### src/rtl/bcd_pkg.sv
// Shared definitions for the BCD operand path: FSM states, digit width and
// active-low seven-segment patterns (bit 6 = segment a ... bit 0 = segment g).
package bcd_pkg;

  localparam int BCD_W = 4;

  typedef enum logic [1:0] {
    ST_IDLE,
    ST_SHIFT,
    ST_DONE
  } state_e;

  localparam logic [6:0] SEG_0     = 7'b0000001;
  localparam logic [6:0] SEG_1     = 7'b1001111;
  localparam logic [6:0] SEG_2     = 7'b0010010;
  localparam logic [6:0] SEG_3     = 7'b0000110;
  localparam logic [6:0] SEG_4     = 7'b1001100;
  localparam logic [6:0] SEG_5     = 7'b0100100;
  localparam logic [6:0] SEG_6     = 7'b0100000;
  localparam logic [6:0] SEG_7     = 7'b0001111;
  localparam logic [6:0] SEG_8     = 7'b0000000;
  localparam logic [6:0] SEG_9     = 7'b0001100;
  localparam logic [6:0] SEG_BLANK = 7'b1111111;

  function automatic logic [6:0] seg_decode(input logic [BCD_W-1:0] digit);
    case (digit)
      4'd0:    return SEG_0;
      4'd1:    return SEG_1;
      4'd2:    return SEG_2;
      4'd3:    return SEG_3;
      4'd4:    return SEG_4;
      4'd5:    return SEG_5;
      4'd6:    return SEG_6;
      4'd7:    return SEG_7;
      4'd8:    return SEG_8;
      4'd9:    return SEG_9;
      default: return SEG_BLANK;
    endcase
  endfunction

endpackage

### src/rtl/bcd_dabble_digit.sv
// One BCD digit's double-dabble correction: add 3 when the digit is 5 or more,
// so the following left shift carries correctly into the next decade.
module bcd_dabble_digit
  import bcd_pkg::*;
(
  input  logic [BCD_W-1:0] digit,
  output logic [BCD_W-1:0] adj
);

  assign adj = (digit >= 4'd5) ? digit + 4'd3 : digit;

endmodule

### src/rtl/bin2bcd_seq.sv
// Sequential binary-to-BCD converter (double dabble, one bit per clock) with
// valid/ready on both sides. Optional seven-segment output with BIN2BCD_SEG_EN.
module bin2bcd_seq
  import bcd_pkg::*;
#(
  parameter int BIN_W  = 8,
  parameter int DIGITS = 3
) (
  input  logic                   clk,
  input  logic                   rst_n,
  input  logic                   in_valid,
  output logic                   in_ready,
  input  logic [BIN_W-1:0]       in_bin,
  output logic                   out_valid,
  input  logic                   out_ready,
  output logic [BCD_W*DIGITS-1:0] out_bcd,
  output logic                   out_ovf
`ifdef BIN2BCD_SEG_EN
  ,
  output logic [7*DIGITS-1:0]    out_seg
`endif
);

  localparam int CNT_W   = $clog2(BIN_W + 1);
  localparam int BCD_TOT = BCD_W * DIGITS;

  state_e             state_q, state_d;
  logic [BIN_W-1:0]   bin_q;
  logic [BCD_TOT-1:0] bcd_q;
  logic [BCD_TOT-1:0] bcd_adj;
  logic               ovf_q;
  logic [CNT_W-1:0]   cnt_q;
  logic               accept;

  for (genvar k = 0; k < DIGITS; k++) begin : g_digit
    bcd_dabble_digit u_digit (
      .digit (bcd_q[BCD_W*k +: BCD_W]),
      .adj   (bcd_adj[BCD_W*k +: BCD_W])
    );
  end

  assign accept = (state_q == ST_IDLE) && in_valid;

  always_comb begin
    // NOTE: default assigned first so no branch leaves state_d unassigned (no latch).
    state_d = state_q;
    case (state_q)
      ST_IDLE:  if (in_valid)            state_d = ST_SHIFT;
      ST_SHIFT: if (cnt_q == CNT_W'(1))  state_d = ST_DONE;
      ST_DONE:  if (out_ready)           state_d = ST_IDLE;
      default:                           state_d = ST_IDLE;
    endcase
  end

  always_ff @(posedge clk or negedge rst_n) begin
    // NOTE: non-blocking so every register samples pre-edge values.
    if (!rst_n) state_q <= ST_IDLE;
    else        state_q <= state_d;
  end

  // The bit leaving the top corrected digit is a lost decade: sticky overflow.
  always_ff @(posedge clk or negedge rst_n) begin
    if (!rst_n) begin
      bin_q <= '0;
      bcd_q <= '0;
      ovf_q <= 1'b0;
      cnt_q <= '0;
    end else if (accept) begin
      bin_q <= in_bin;
      bcd_q <= '0;
      ovf_q <= 1'b0;
      cnt_q <= CNT_W'(BIN_W);
    end else if (state_q == ST_SHIFT) begin
      bcd_q <= {bcd_adj[BCD_TOT-2:0], bin_q[BIN_W-1]};
      bin_q <= bin_q << 1;
      ovf_q <= ovf_q | bcd_adj[BCD_TOT-1];
      cnt_q <= cnt_q - 1'b1;
    end
  end

  assign in_ready  = (state_q == ST_IDLE);
  assign out_valid = (state_q == ST_DONE);
  assign out_bcd   = bcd_q;
  assign out_ovf   = ovf_q;

`ifdef BIN2BCD_SEG_EN
  for (genvar k = 0; k < DIGITS; k++) begin : g_seg
    assign out_seg[7*k +: 7] = ovf_q ? SEG_BLANK : seg_decode(bcd_q[BCD_W*k +: BCD_W]);
  end
`endif

endmodule

### config.mk
export PLATFORM = sky130hd
export DESIGN_NAME = bin2bcd_seq
export DESIGN_NICKNAME = d
export VERILOG_FILES = /design/src/rtl/bcd_pkg.sv /design/src/rtl/bcd_dabble_digit.sv /design/src/rtl/bin2bcd_seq.sv
export SDC_FILE = /design/constraint.sdc
export NUM_CORES = 1
export LEC_CHECK = 0
export CORE_MARGIN = 3
export CORE_UTILIZATION = 51
export DETAILED_ROUTE_END_ITERATION = 6
export GPL_TIMING_DRIVEN = 0
export PLACE_DENSITY = 0.78
export RECOVER_POWER = 50
export SYNTH_ARGS = -nofsm -noshare
export SYNTH_HDL_FRONTEND = slang
export SYNTH_SLANG_ARGS = --single-unit
### constraint.sdc
create_clock -name clk -period 1.5 [get_ports clk]
set_input_delay 0.225 -clock clk [delete_from_list [all_inputs] [get_ports clk]]
set_output_delay 0.225 -clock clk [all_outputs]
set_load 0.01 [all_outputs]
==> metrics.yaml, run 1 <==
path_cells: "buf_6 > ha_1 > nand2b_4 > a21oi_4 > buf_4 > xnor2_1 > o21ai_1"
root_buffer: "clkbuf_4"
vdd_drop_max_mv: 1.54
synth_area_um2: 1430
design_area_um2: 1950
yosys-top-cells-area: "dfrtp_1 (47%), nand2_1 (7.1%), ha_1 (7.0%), o21ai_0 (4.2%), a22oi_1 (3.7%)"
hold_viol_final: 0
cap_viol_max_count: 0
drc: 0
num-nets-final: 210
layout-drive-gt1-share: 0.265
clock-sinks: 27
ys_types: 29
path_class: "reg2reg"
synth_top_cells_by_count: "dfrtp_1 (27), nand2_1 (27), o21ai_0 (12)"
die_h_um: 59.0
synth_edf_count: 0
synth_fp_nets: 160
maxSlewViolCount: 0
die-area_um2: 3480
synthFlopType: "dfrtp_1"
ys_warn_count: 0
synth_top_area_share: 0.472
finalCriticalPeriod_ns: 1.45
status: "finished clean"
clk_latency_ns: 0.34
hold_path.class: "in2async"
portBuffers: 26
routedWlPerCell_um: 14.5
path_max_fanout: 4
dieWidth_um: 59.0
yosysTopAreaCell: "dfrtp_1"
powerDensity_nw_per_um2: 2130
drt_first_iter_violations: 12
antenna_found_initial: 0
pwr-share-comb: 0.612
period_share: 0.967
path_clk_slew_ns: 0.14
seq_power_share: 0.311
slew_headroom: 0.0555
fin_skew_ns: 0.00507
critPathMaxStageDelay_ns: 0.44
switching_power_uw: 1740
grt_pass1_vias: 1201
leakage_uw: 0.000959
synth_seq_cells: 27
cp-start-kind: "flip-flop"
holdWs_ns: 0.187
core-area_um2: 2570
vias_per_cell: 5.41
num_vias: 1185
wl_um: 3170
tightest_slew_ns: 1.42
place_hpwl_um: 2020
io_pins: 27
setup_viol: 0
globalRouteOverflowTotal: 0
start_util: 0.558
cts_buffers: 3
syn_inst: 140
worst-endpoint-arrival_ns: 1.69
ant_nets: 0
grt_pass1_wl_um: 5030
clkPwrFrac: 0.078
max_freq_ghz: 0.690
p_int_uw: 2420
htreeDepth: 1
sw_frac_of_total: 0.418
path_buf_inv: 2
crit_path_end_kind: "flip-flop"
cp_top_family: "flip-flops"
num_antenna_cells: 0
clk_path_buf_depth: 2
syn2layout_area_growth_pct: 36.5
postSynthAreaPerCell_um2: 10.2
fin_setup_tns_ns: 0
placed_area_um2: 1730
cts_tree: "yes"
first_pass_iters: 4
ys_async_sr_fraction: 1.00
cts_hold_buf: 0
p_total_uw: 4160
crit_slowest_cell: "dfrtp_1"
rows: 18
grt_max_degree: 28
grt.total_usage: 0.193
place_congestion: 0.783
crit_required_ns: 1.74
fin_util: 0.761
ys_seq_area_frac: 0.472
-- final timing paths --
kind	from	slack, ns	end	depth (start not counted)
worst min register to register	bin_q[7]$_DFFE_PN0P_	0.50	bin_q[7]$_DFFE_PN0P_	2
min in group clk	in_bin[0]	0.45	bin_q[0]$_DFFE_PN0P_	3
worst max register to register	out_bcd[4]$_DFFE_PN0P_	0.05	out_bcd[5]$_DFFE_PN0P_	7
max in group asynchronous	rst_n	0.39	state_q[1]$_DFFE_PN0P_	1
worst min-delay path	rst_n	0.19	out_bcd[7]$_DFFE_PN0P_	1
worst max-delay path	out_bcd[4]$_DFFE_PN0P_	0.05	out_bcd[5]$_DFFE_PN0P_	7
-- flip-flops by register name, indices dropped and copies added, names as in the netlist --
signal,count
out_ovf,1
bin_q,8
state_q,2
cnt_q,4
out_bcd,12
-- worst reg2reg max path, cell delays in order (launching register included) --
cell and delay, ns:
dfrtp_1 0.44, buf_6 0.13, ha_1 0.18, nand2b_4 0.15, a21oi_4 0.16, buf_4 0.14
xnor2_1 0.10, o21ai_1 0.07
-- power by group through the flow --
stage                     sequential (µW)  clock, µW  combinational [µW]
final                                1290        324                2540
after global routing                 1340        359                2810
after detailed placement             1370          0                2070
after floorplan                      1380          0                1370
after global placement               1350          0                1990
after CTS                            1290        326                2290
-- cell usage in the layout, fill, tap and decap left out, types with 3 or more instances in the layout --
cell type,count
clkdlybuf4s25_1,5
a22o_1,4
dlygate4sd2_1,5
dlymetal6s2s_1,3
buf_6,3
nand2_1,27
ha_1,5
o31ai_1,4
xnor2_1,4
clkdlybuf4s50_1,10
nor3_1,3
buf_4,20
o21ai_0,12
mux2i_1,3
inv_1,6
dfrtp_1,24
clkbuf_4,3
nand3_1,5
a22oi_1,7
xor2_1,3
dfrtp_2,3
nand2_2,3
inv_2,3
-- routing by layer --
| layer | GRT usage | up-vias | wire [µm] |
|---|---|---|---|
| li1 | - | 578 | - |
| met1 | 0.214 | 574 | 1370 |
| met2 | 0.349 | 27 | 1630 |
| met3 | 0.0523 | 6 | 126 |
| met4 | 0.0744 | 0 | 45 |
| met5 | 0 | - | 0 |
-- through the flow --
| stage | setup WS, ns | instances |
|---|---|---|
| after global routing | -0.0224 | 219 |
| after floorplan | 0.0387 | 140 |
| final | 0.0499 | 219 |
| after detailed placement | -0.186 | 196 |
| after CTS | 0.00182 | 211 |
| after global placement | -0.180 | 196 |
-- cell families after synthesis --
family / synth area share
muxes: 0.0210
DFF: 0.472
and+or+nand+nor: 0.184
AOI/OAI and AO/OA: 0.149
xor gates and xnor gates: 0.0428
buffers and inverters: 0.0603
adders and majority gates: 0.0699
-- area by class of cell --
cell class / count / area, µm²
fill: 185 / 614
clock buffer: 4 / 26.3
timing repair buffer: 45 / 403
inverter: 9 / 33.8
buffer: 5 / 52.6
tap: 30 / 37.5
multi-input combinational: 99 / 721
sequential: 27 / 679
-- timing repair --
action | CTS | global route
pin swaps | 2 | 5
gates cloned | 0 | 0
endpoints found under the setup margin | 15 | 16
gates resized for setup | 13 | 22
buffers inserted | 11 | 8
(Power assumes the default switching activity.)
==> run 2: changes to the inputs <==
--- a/config.mk
+++ b/config.mk
@@ -5,7 +5,7 @@
 export SDC_FILE = /design/constraint.sdc
 export NUM_CORES = 1
 export LEC_CHECK = 0
-export CORE_MARGIN = 3
+export CORE_MARGIN = 2
 export CORE_UTILIZATION = 51
 export DETAILED_ROUTE_END_ITERATION = 6
 export GPL_TIMING_DRIVEN = 0
==> run 2 against run 1 <==
  * Cell area grew 1.7%
  * Combinational power grew 5%
  * Cell count grew 3.2%
  * Die area shrank 6.7%
  * Largest cell class unchanged
==> metrics.yaml, run 2 (synthesized netlist as in run 1, its figures left out) <==
status: "finished clean"
cts_tree: "yes"
core-area_um2: 2710
period_share: 0.993
cts_buffers: 3
dp_cells: 197
clk_latency_ns: 0.34
rows: 19
tightest_slew_ns: 0.678
num-nets-final: 216
slew_headroom: 0.548
largest_reg_flops: 12
final-instance-count-excl-fill: 226
drc: 0
ant_nets: 0
root_buffer: "clkbuf_4"
place_hpwl_um: 2050
start_util: 0.528
dieWidth_um: 57.0
syn2layout_area_growth_pct: 38.8
cap_viol_max_count: 0
antenna_found_initial: 0
crit_path_end_kind: "flip-flop"
place_congestion: 0.739
fin_skew_ns: 0.0138
layout.cells.most_common: "nand2_1"
num_vias: 1219
grt.total_usage: 0.206
placed_area_um2: 1730
num_antenna_cells: 0
setup_viol: 0
wl_um: 3400
final_cell_mix: "nand2_1 (27), buf_4 (26), dfrtp_1 (23)"
leakage_uw: 0.000975
ff2ff_path_depth: 7
routedWlPerCell_um: 15.0
layout-drive-gt1-share: 0.297
first_pass_iters: 6
cp-start-kind: "flip-flop"
vias_per_cell: 5.39
grt_pass1_vias: 1193
grt_max_degree: 28
vdd_drop_max_mv: 1.52
clock-sinks: 27
htreeDepth: 1
path_max_fanout: 3
hold_viol_final: 0
die-area_um2: 3250
grt_pass1_wl_um: 5300
maxSlewViolCount: 0
portBuffers: 26
max_freq_ghz: 0.671
powerDensity_nw_per_um2: 2160
path_class: "reg2reg"
hold_path.class: "in2async"
path_clk_slew_ns: 0.16
drt_first_iter_violations: 31
design_area_um2: 1990
die_h_um: 57.0
clk_path_buf_depth: 2
io_pins: 27
globalRouteOverflowTotal: 0
worst-endpoint-arrival_ns: 1.73
finalCriticalPeriod_ns: 1.49
crit_required_ns: 1.74
-- run 2: cell types whose count changed in the layout (fill, tap and decap cells not counted), moves of 2 or more --
cell      before  now
clkbuf_1       2    0
buf_4         20   26
clkbuf_2       0    2
ha_2           2    4
-- run 2: layer usage --
layer  routed length, µm  share of wire  track usage
met1                1480           0.43        0.253
met2                1750           0.51        0.365
met3                 140          0.041       0.0340
met4                  39          0.011       0.0764
met5                   0              0            0
-- run 2: path summary, 6_finish.rpt --
check                                           to                    from  slack, ns
max                         out_bcd[5]$_DFFE_PN0P_  out_bcd[4]$_DFFE_PN0P_       0.01
min                        out_bcd[10]$_DFFE_PN0P_                   rst_n       0.43
max reg2reg                 out_bcd[5]$_DFFE_PN0P_  out_bcd[4]$_DFFE_PN0P_       0.01
min reg2reg                   bin_q[2]$_DFFE_PN0P_    bin_q[2]$_DFFE_PN0P_       0.50
max in group asynchronous   state_q[0]$_DFFE_PN0P_                   rst_n       0.58
min in group clk              bin_q[0]$_DFFE_PN0P_               in_bin[0]       0.44
-- run 2: final cells by class --
class | count | area [µm²]
Clock buffer | 3 | 22.5
Inverter | 9 | 33.8
Sequential cell | 27 | 681
Multi-Input combinational cell | 99 | 713
Buffer | 5 | 52.6
Timing Repair Buffer | 51 | 438
Clock inverter | 1 | 7.51
Tap cell | 31 | 38.8
Fill cell | 197 | 723
-- run 2: timing repair --
item                                    CTS  global route
setup buffers                            12            12
gates resized for setup                  14            19
endpoints found under the setup margin   17            13
hold endpoints to repair                  0            27
hold buffers                              0             1
pin swaps                                 2             5
-- run 2: where the power goes --
| group | switching [µW] | internal [µW] |
|---|---|---|
| Combinational | 1350 | 1320 |
| Clock | 229 | 102 |
| Sequential | 239 | 1060 |
| Total | 1810 | 2480 |
-- run 2: critical path: stages (launching register included) --
cell and delay (ns):
dfrtp_1 0.43, buf_4 0.15, ha_2 0.18, nand2b_4 0.14, a21oi_4 0.17, buf_4 0.14, xnor2_1 0.11, o21ai_1 0.08
-- run 2: stage by stage --
step | util | setup TNS [ns] | hold WS (ns) | setup WS, ns | total power, µW
after floorplan | - | 0 | -0.0706 | 0.0387 | 2750
after global placement | 0.639 | -5.00 | 0.461 | -0.186 | 3340
after detailed placement | 0.639 | -5.88 | 0.471 | -0.215 | 3450
after CTS | 0.683 | -0.0328 | 0.425 | -0.0328 | 3930
after global routing | 0.733 | -0.139 | 0.430 | -0.0280 | 4620
final | 0.733 | 0 | 0.435 | 0.0104 | 4290
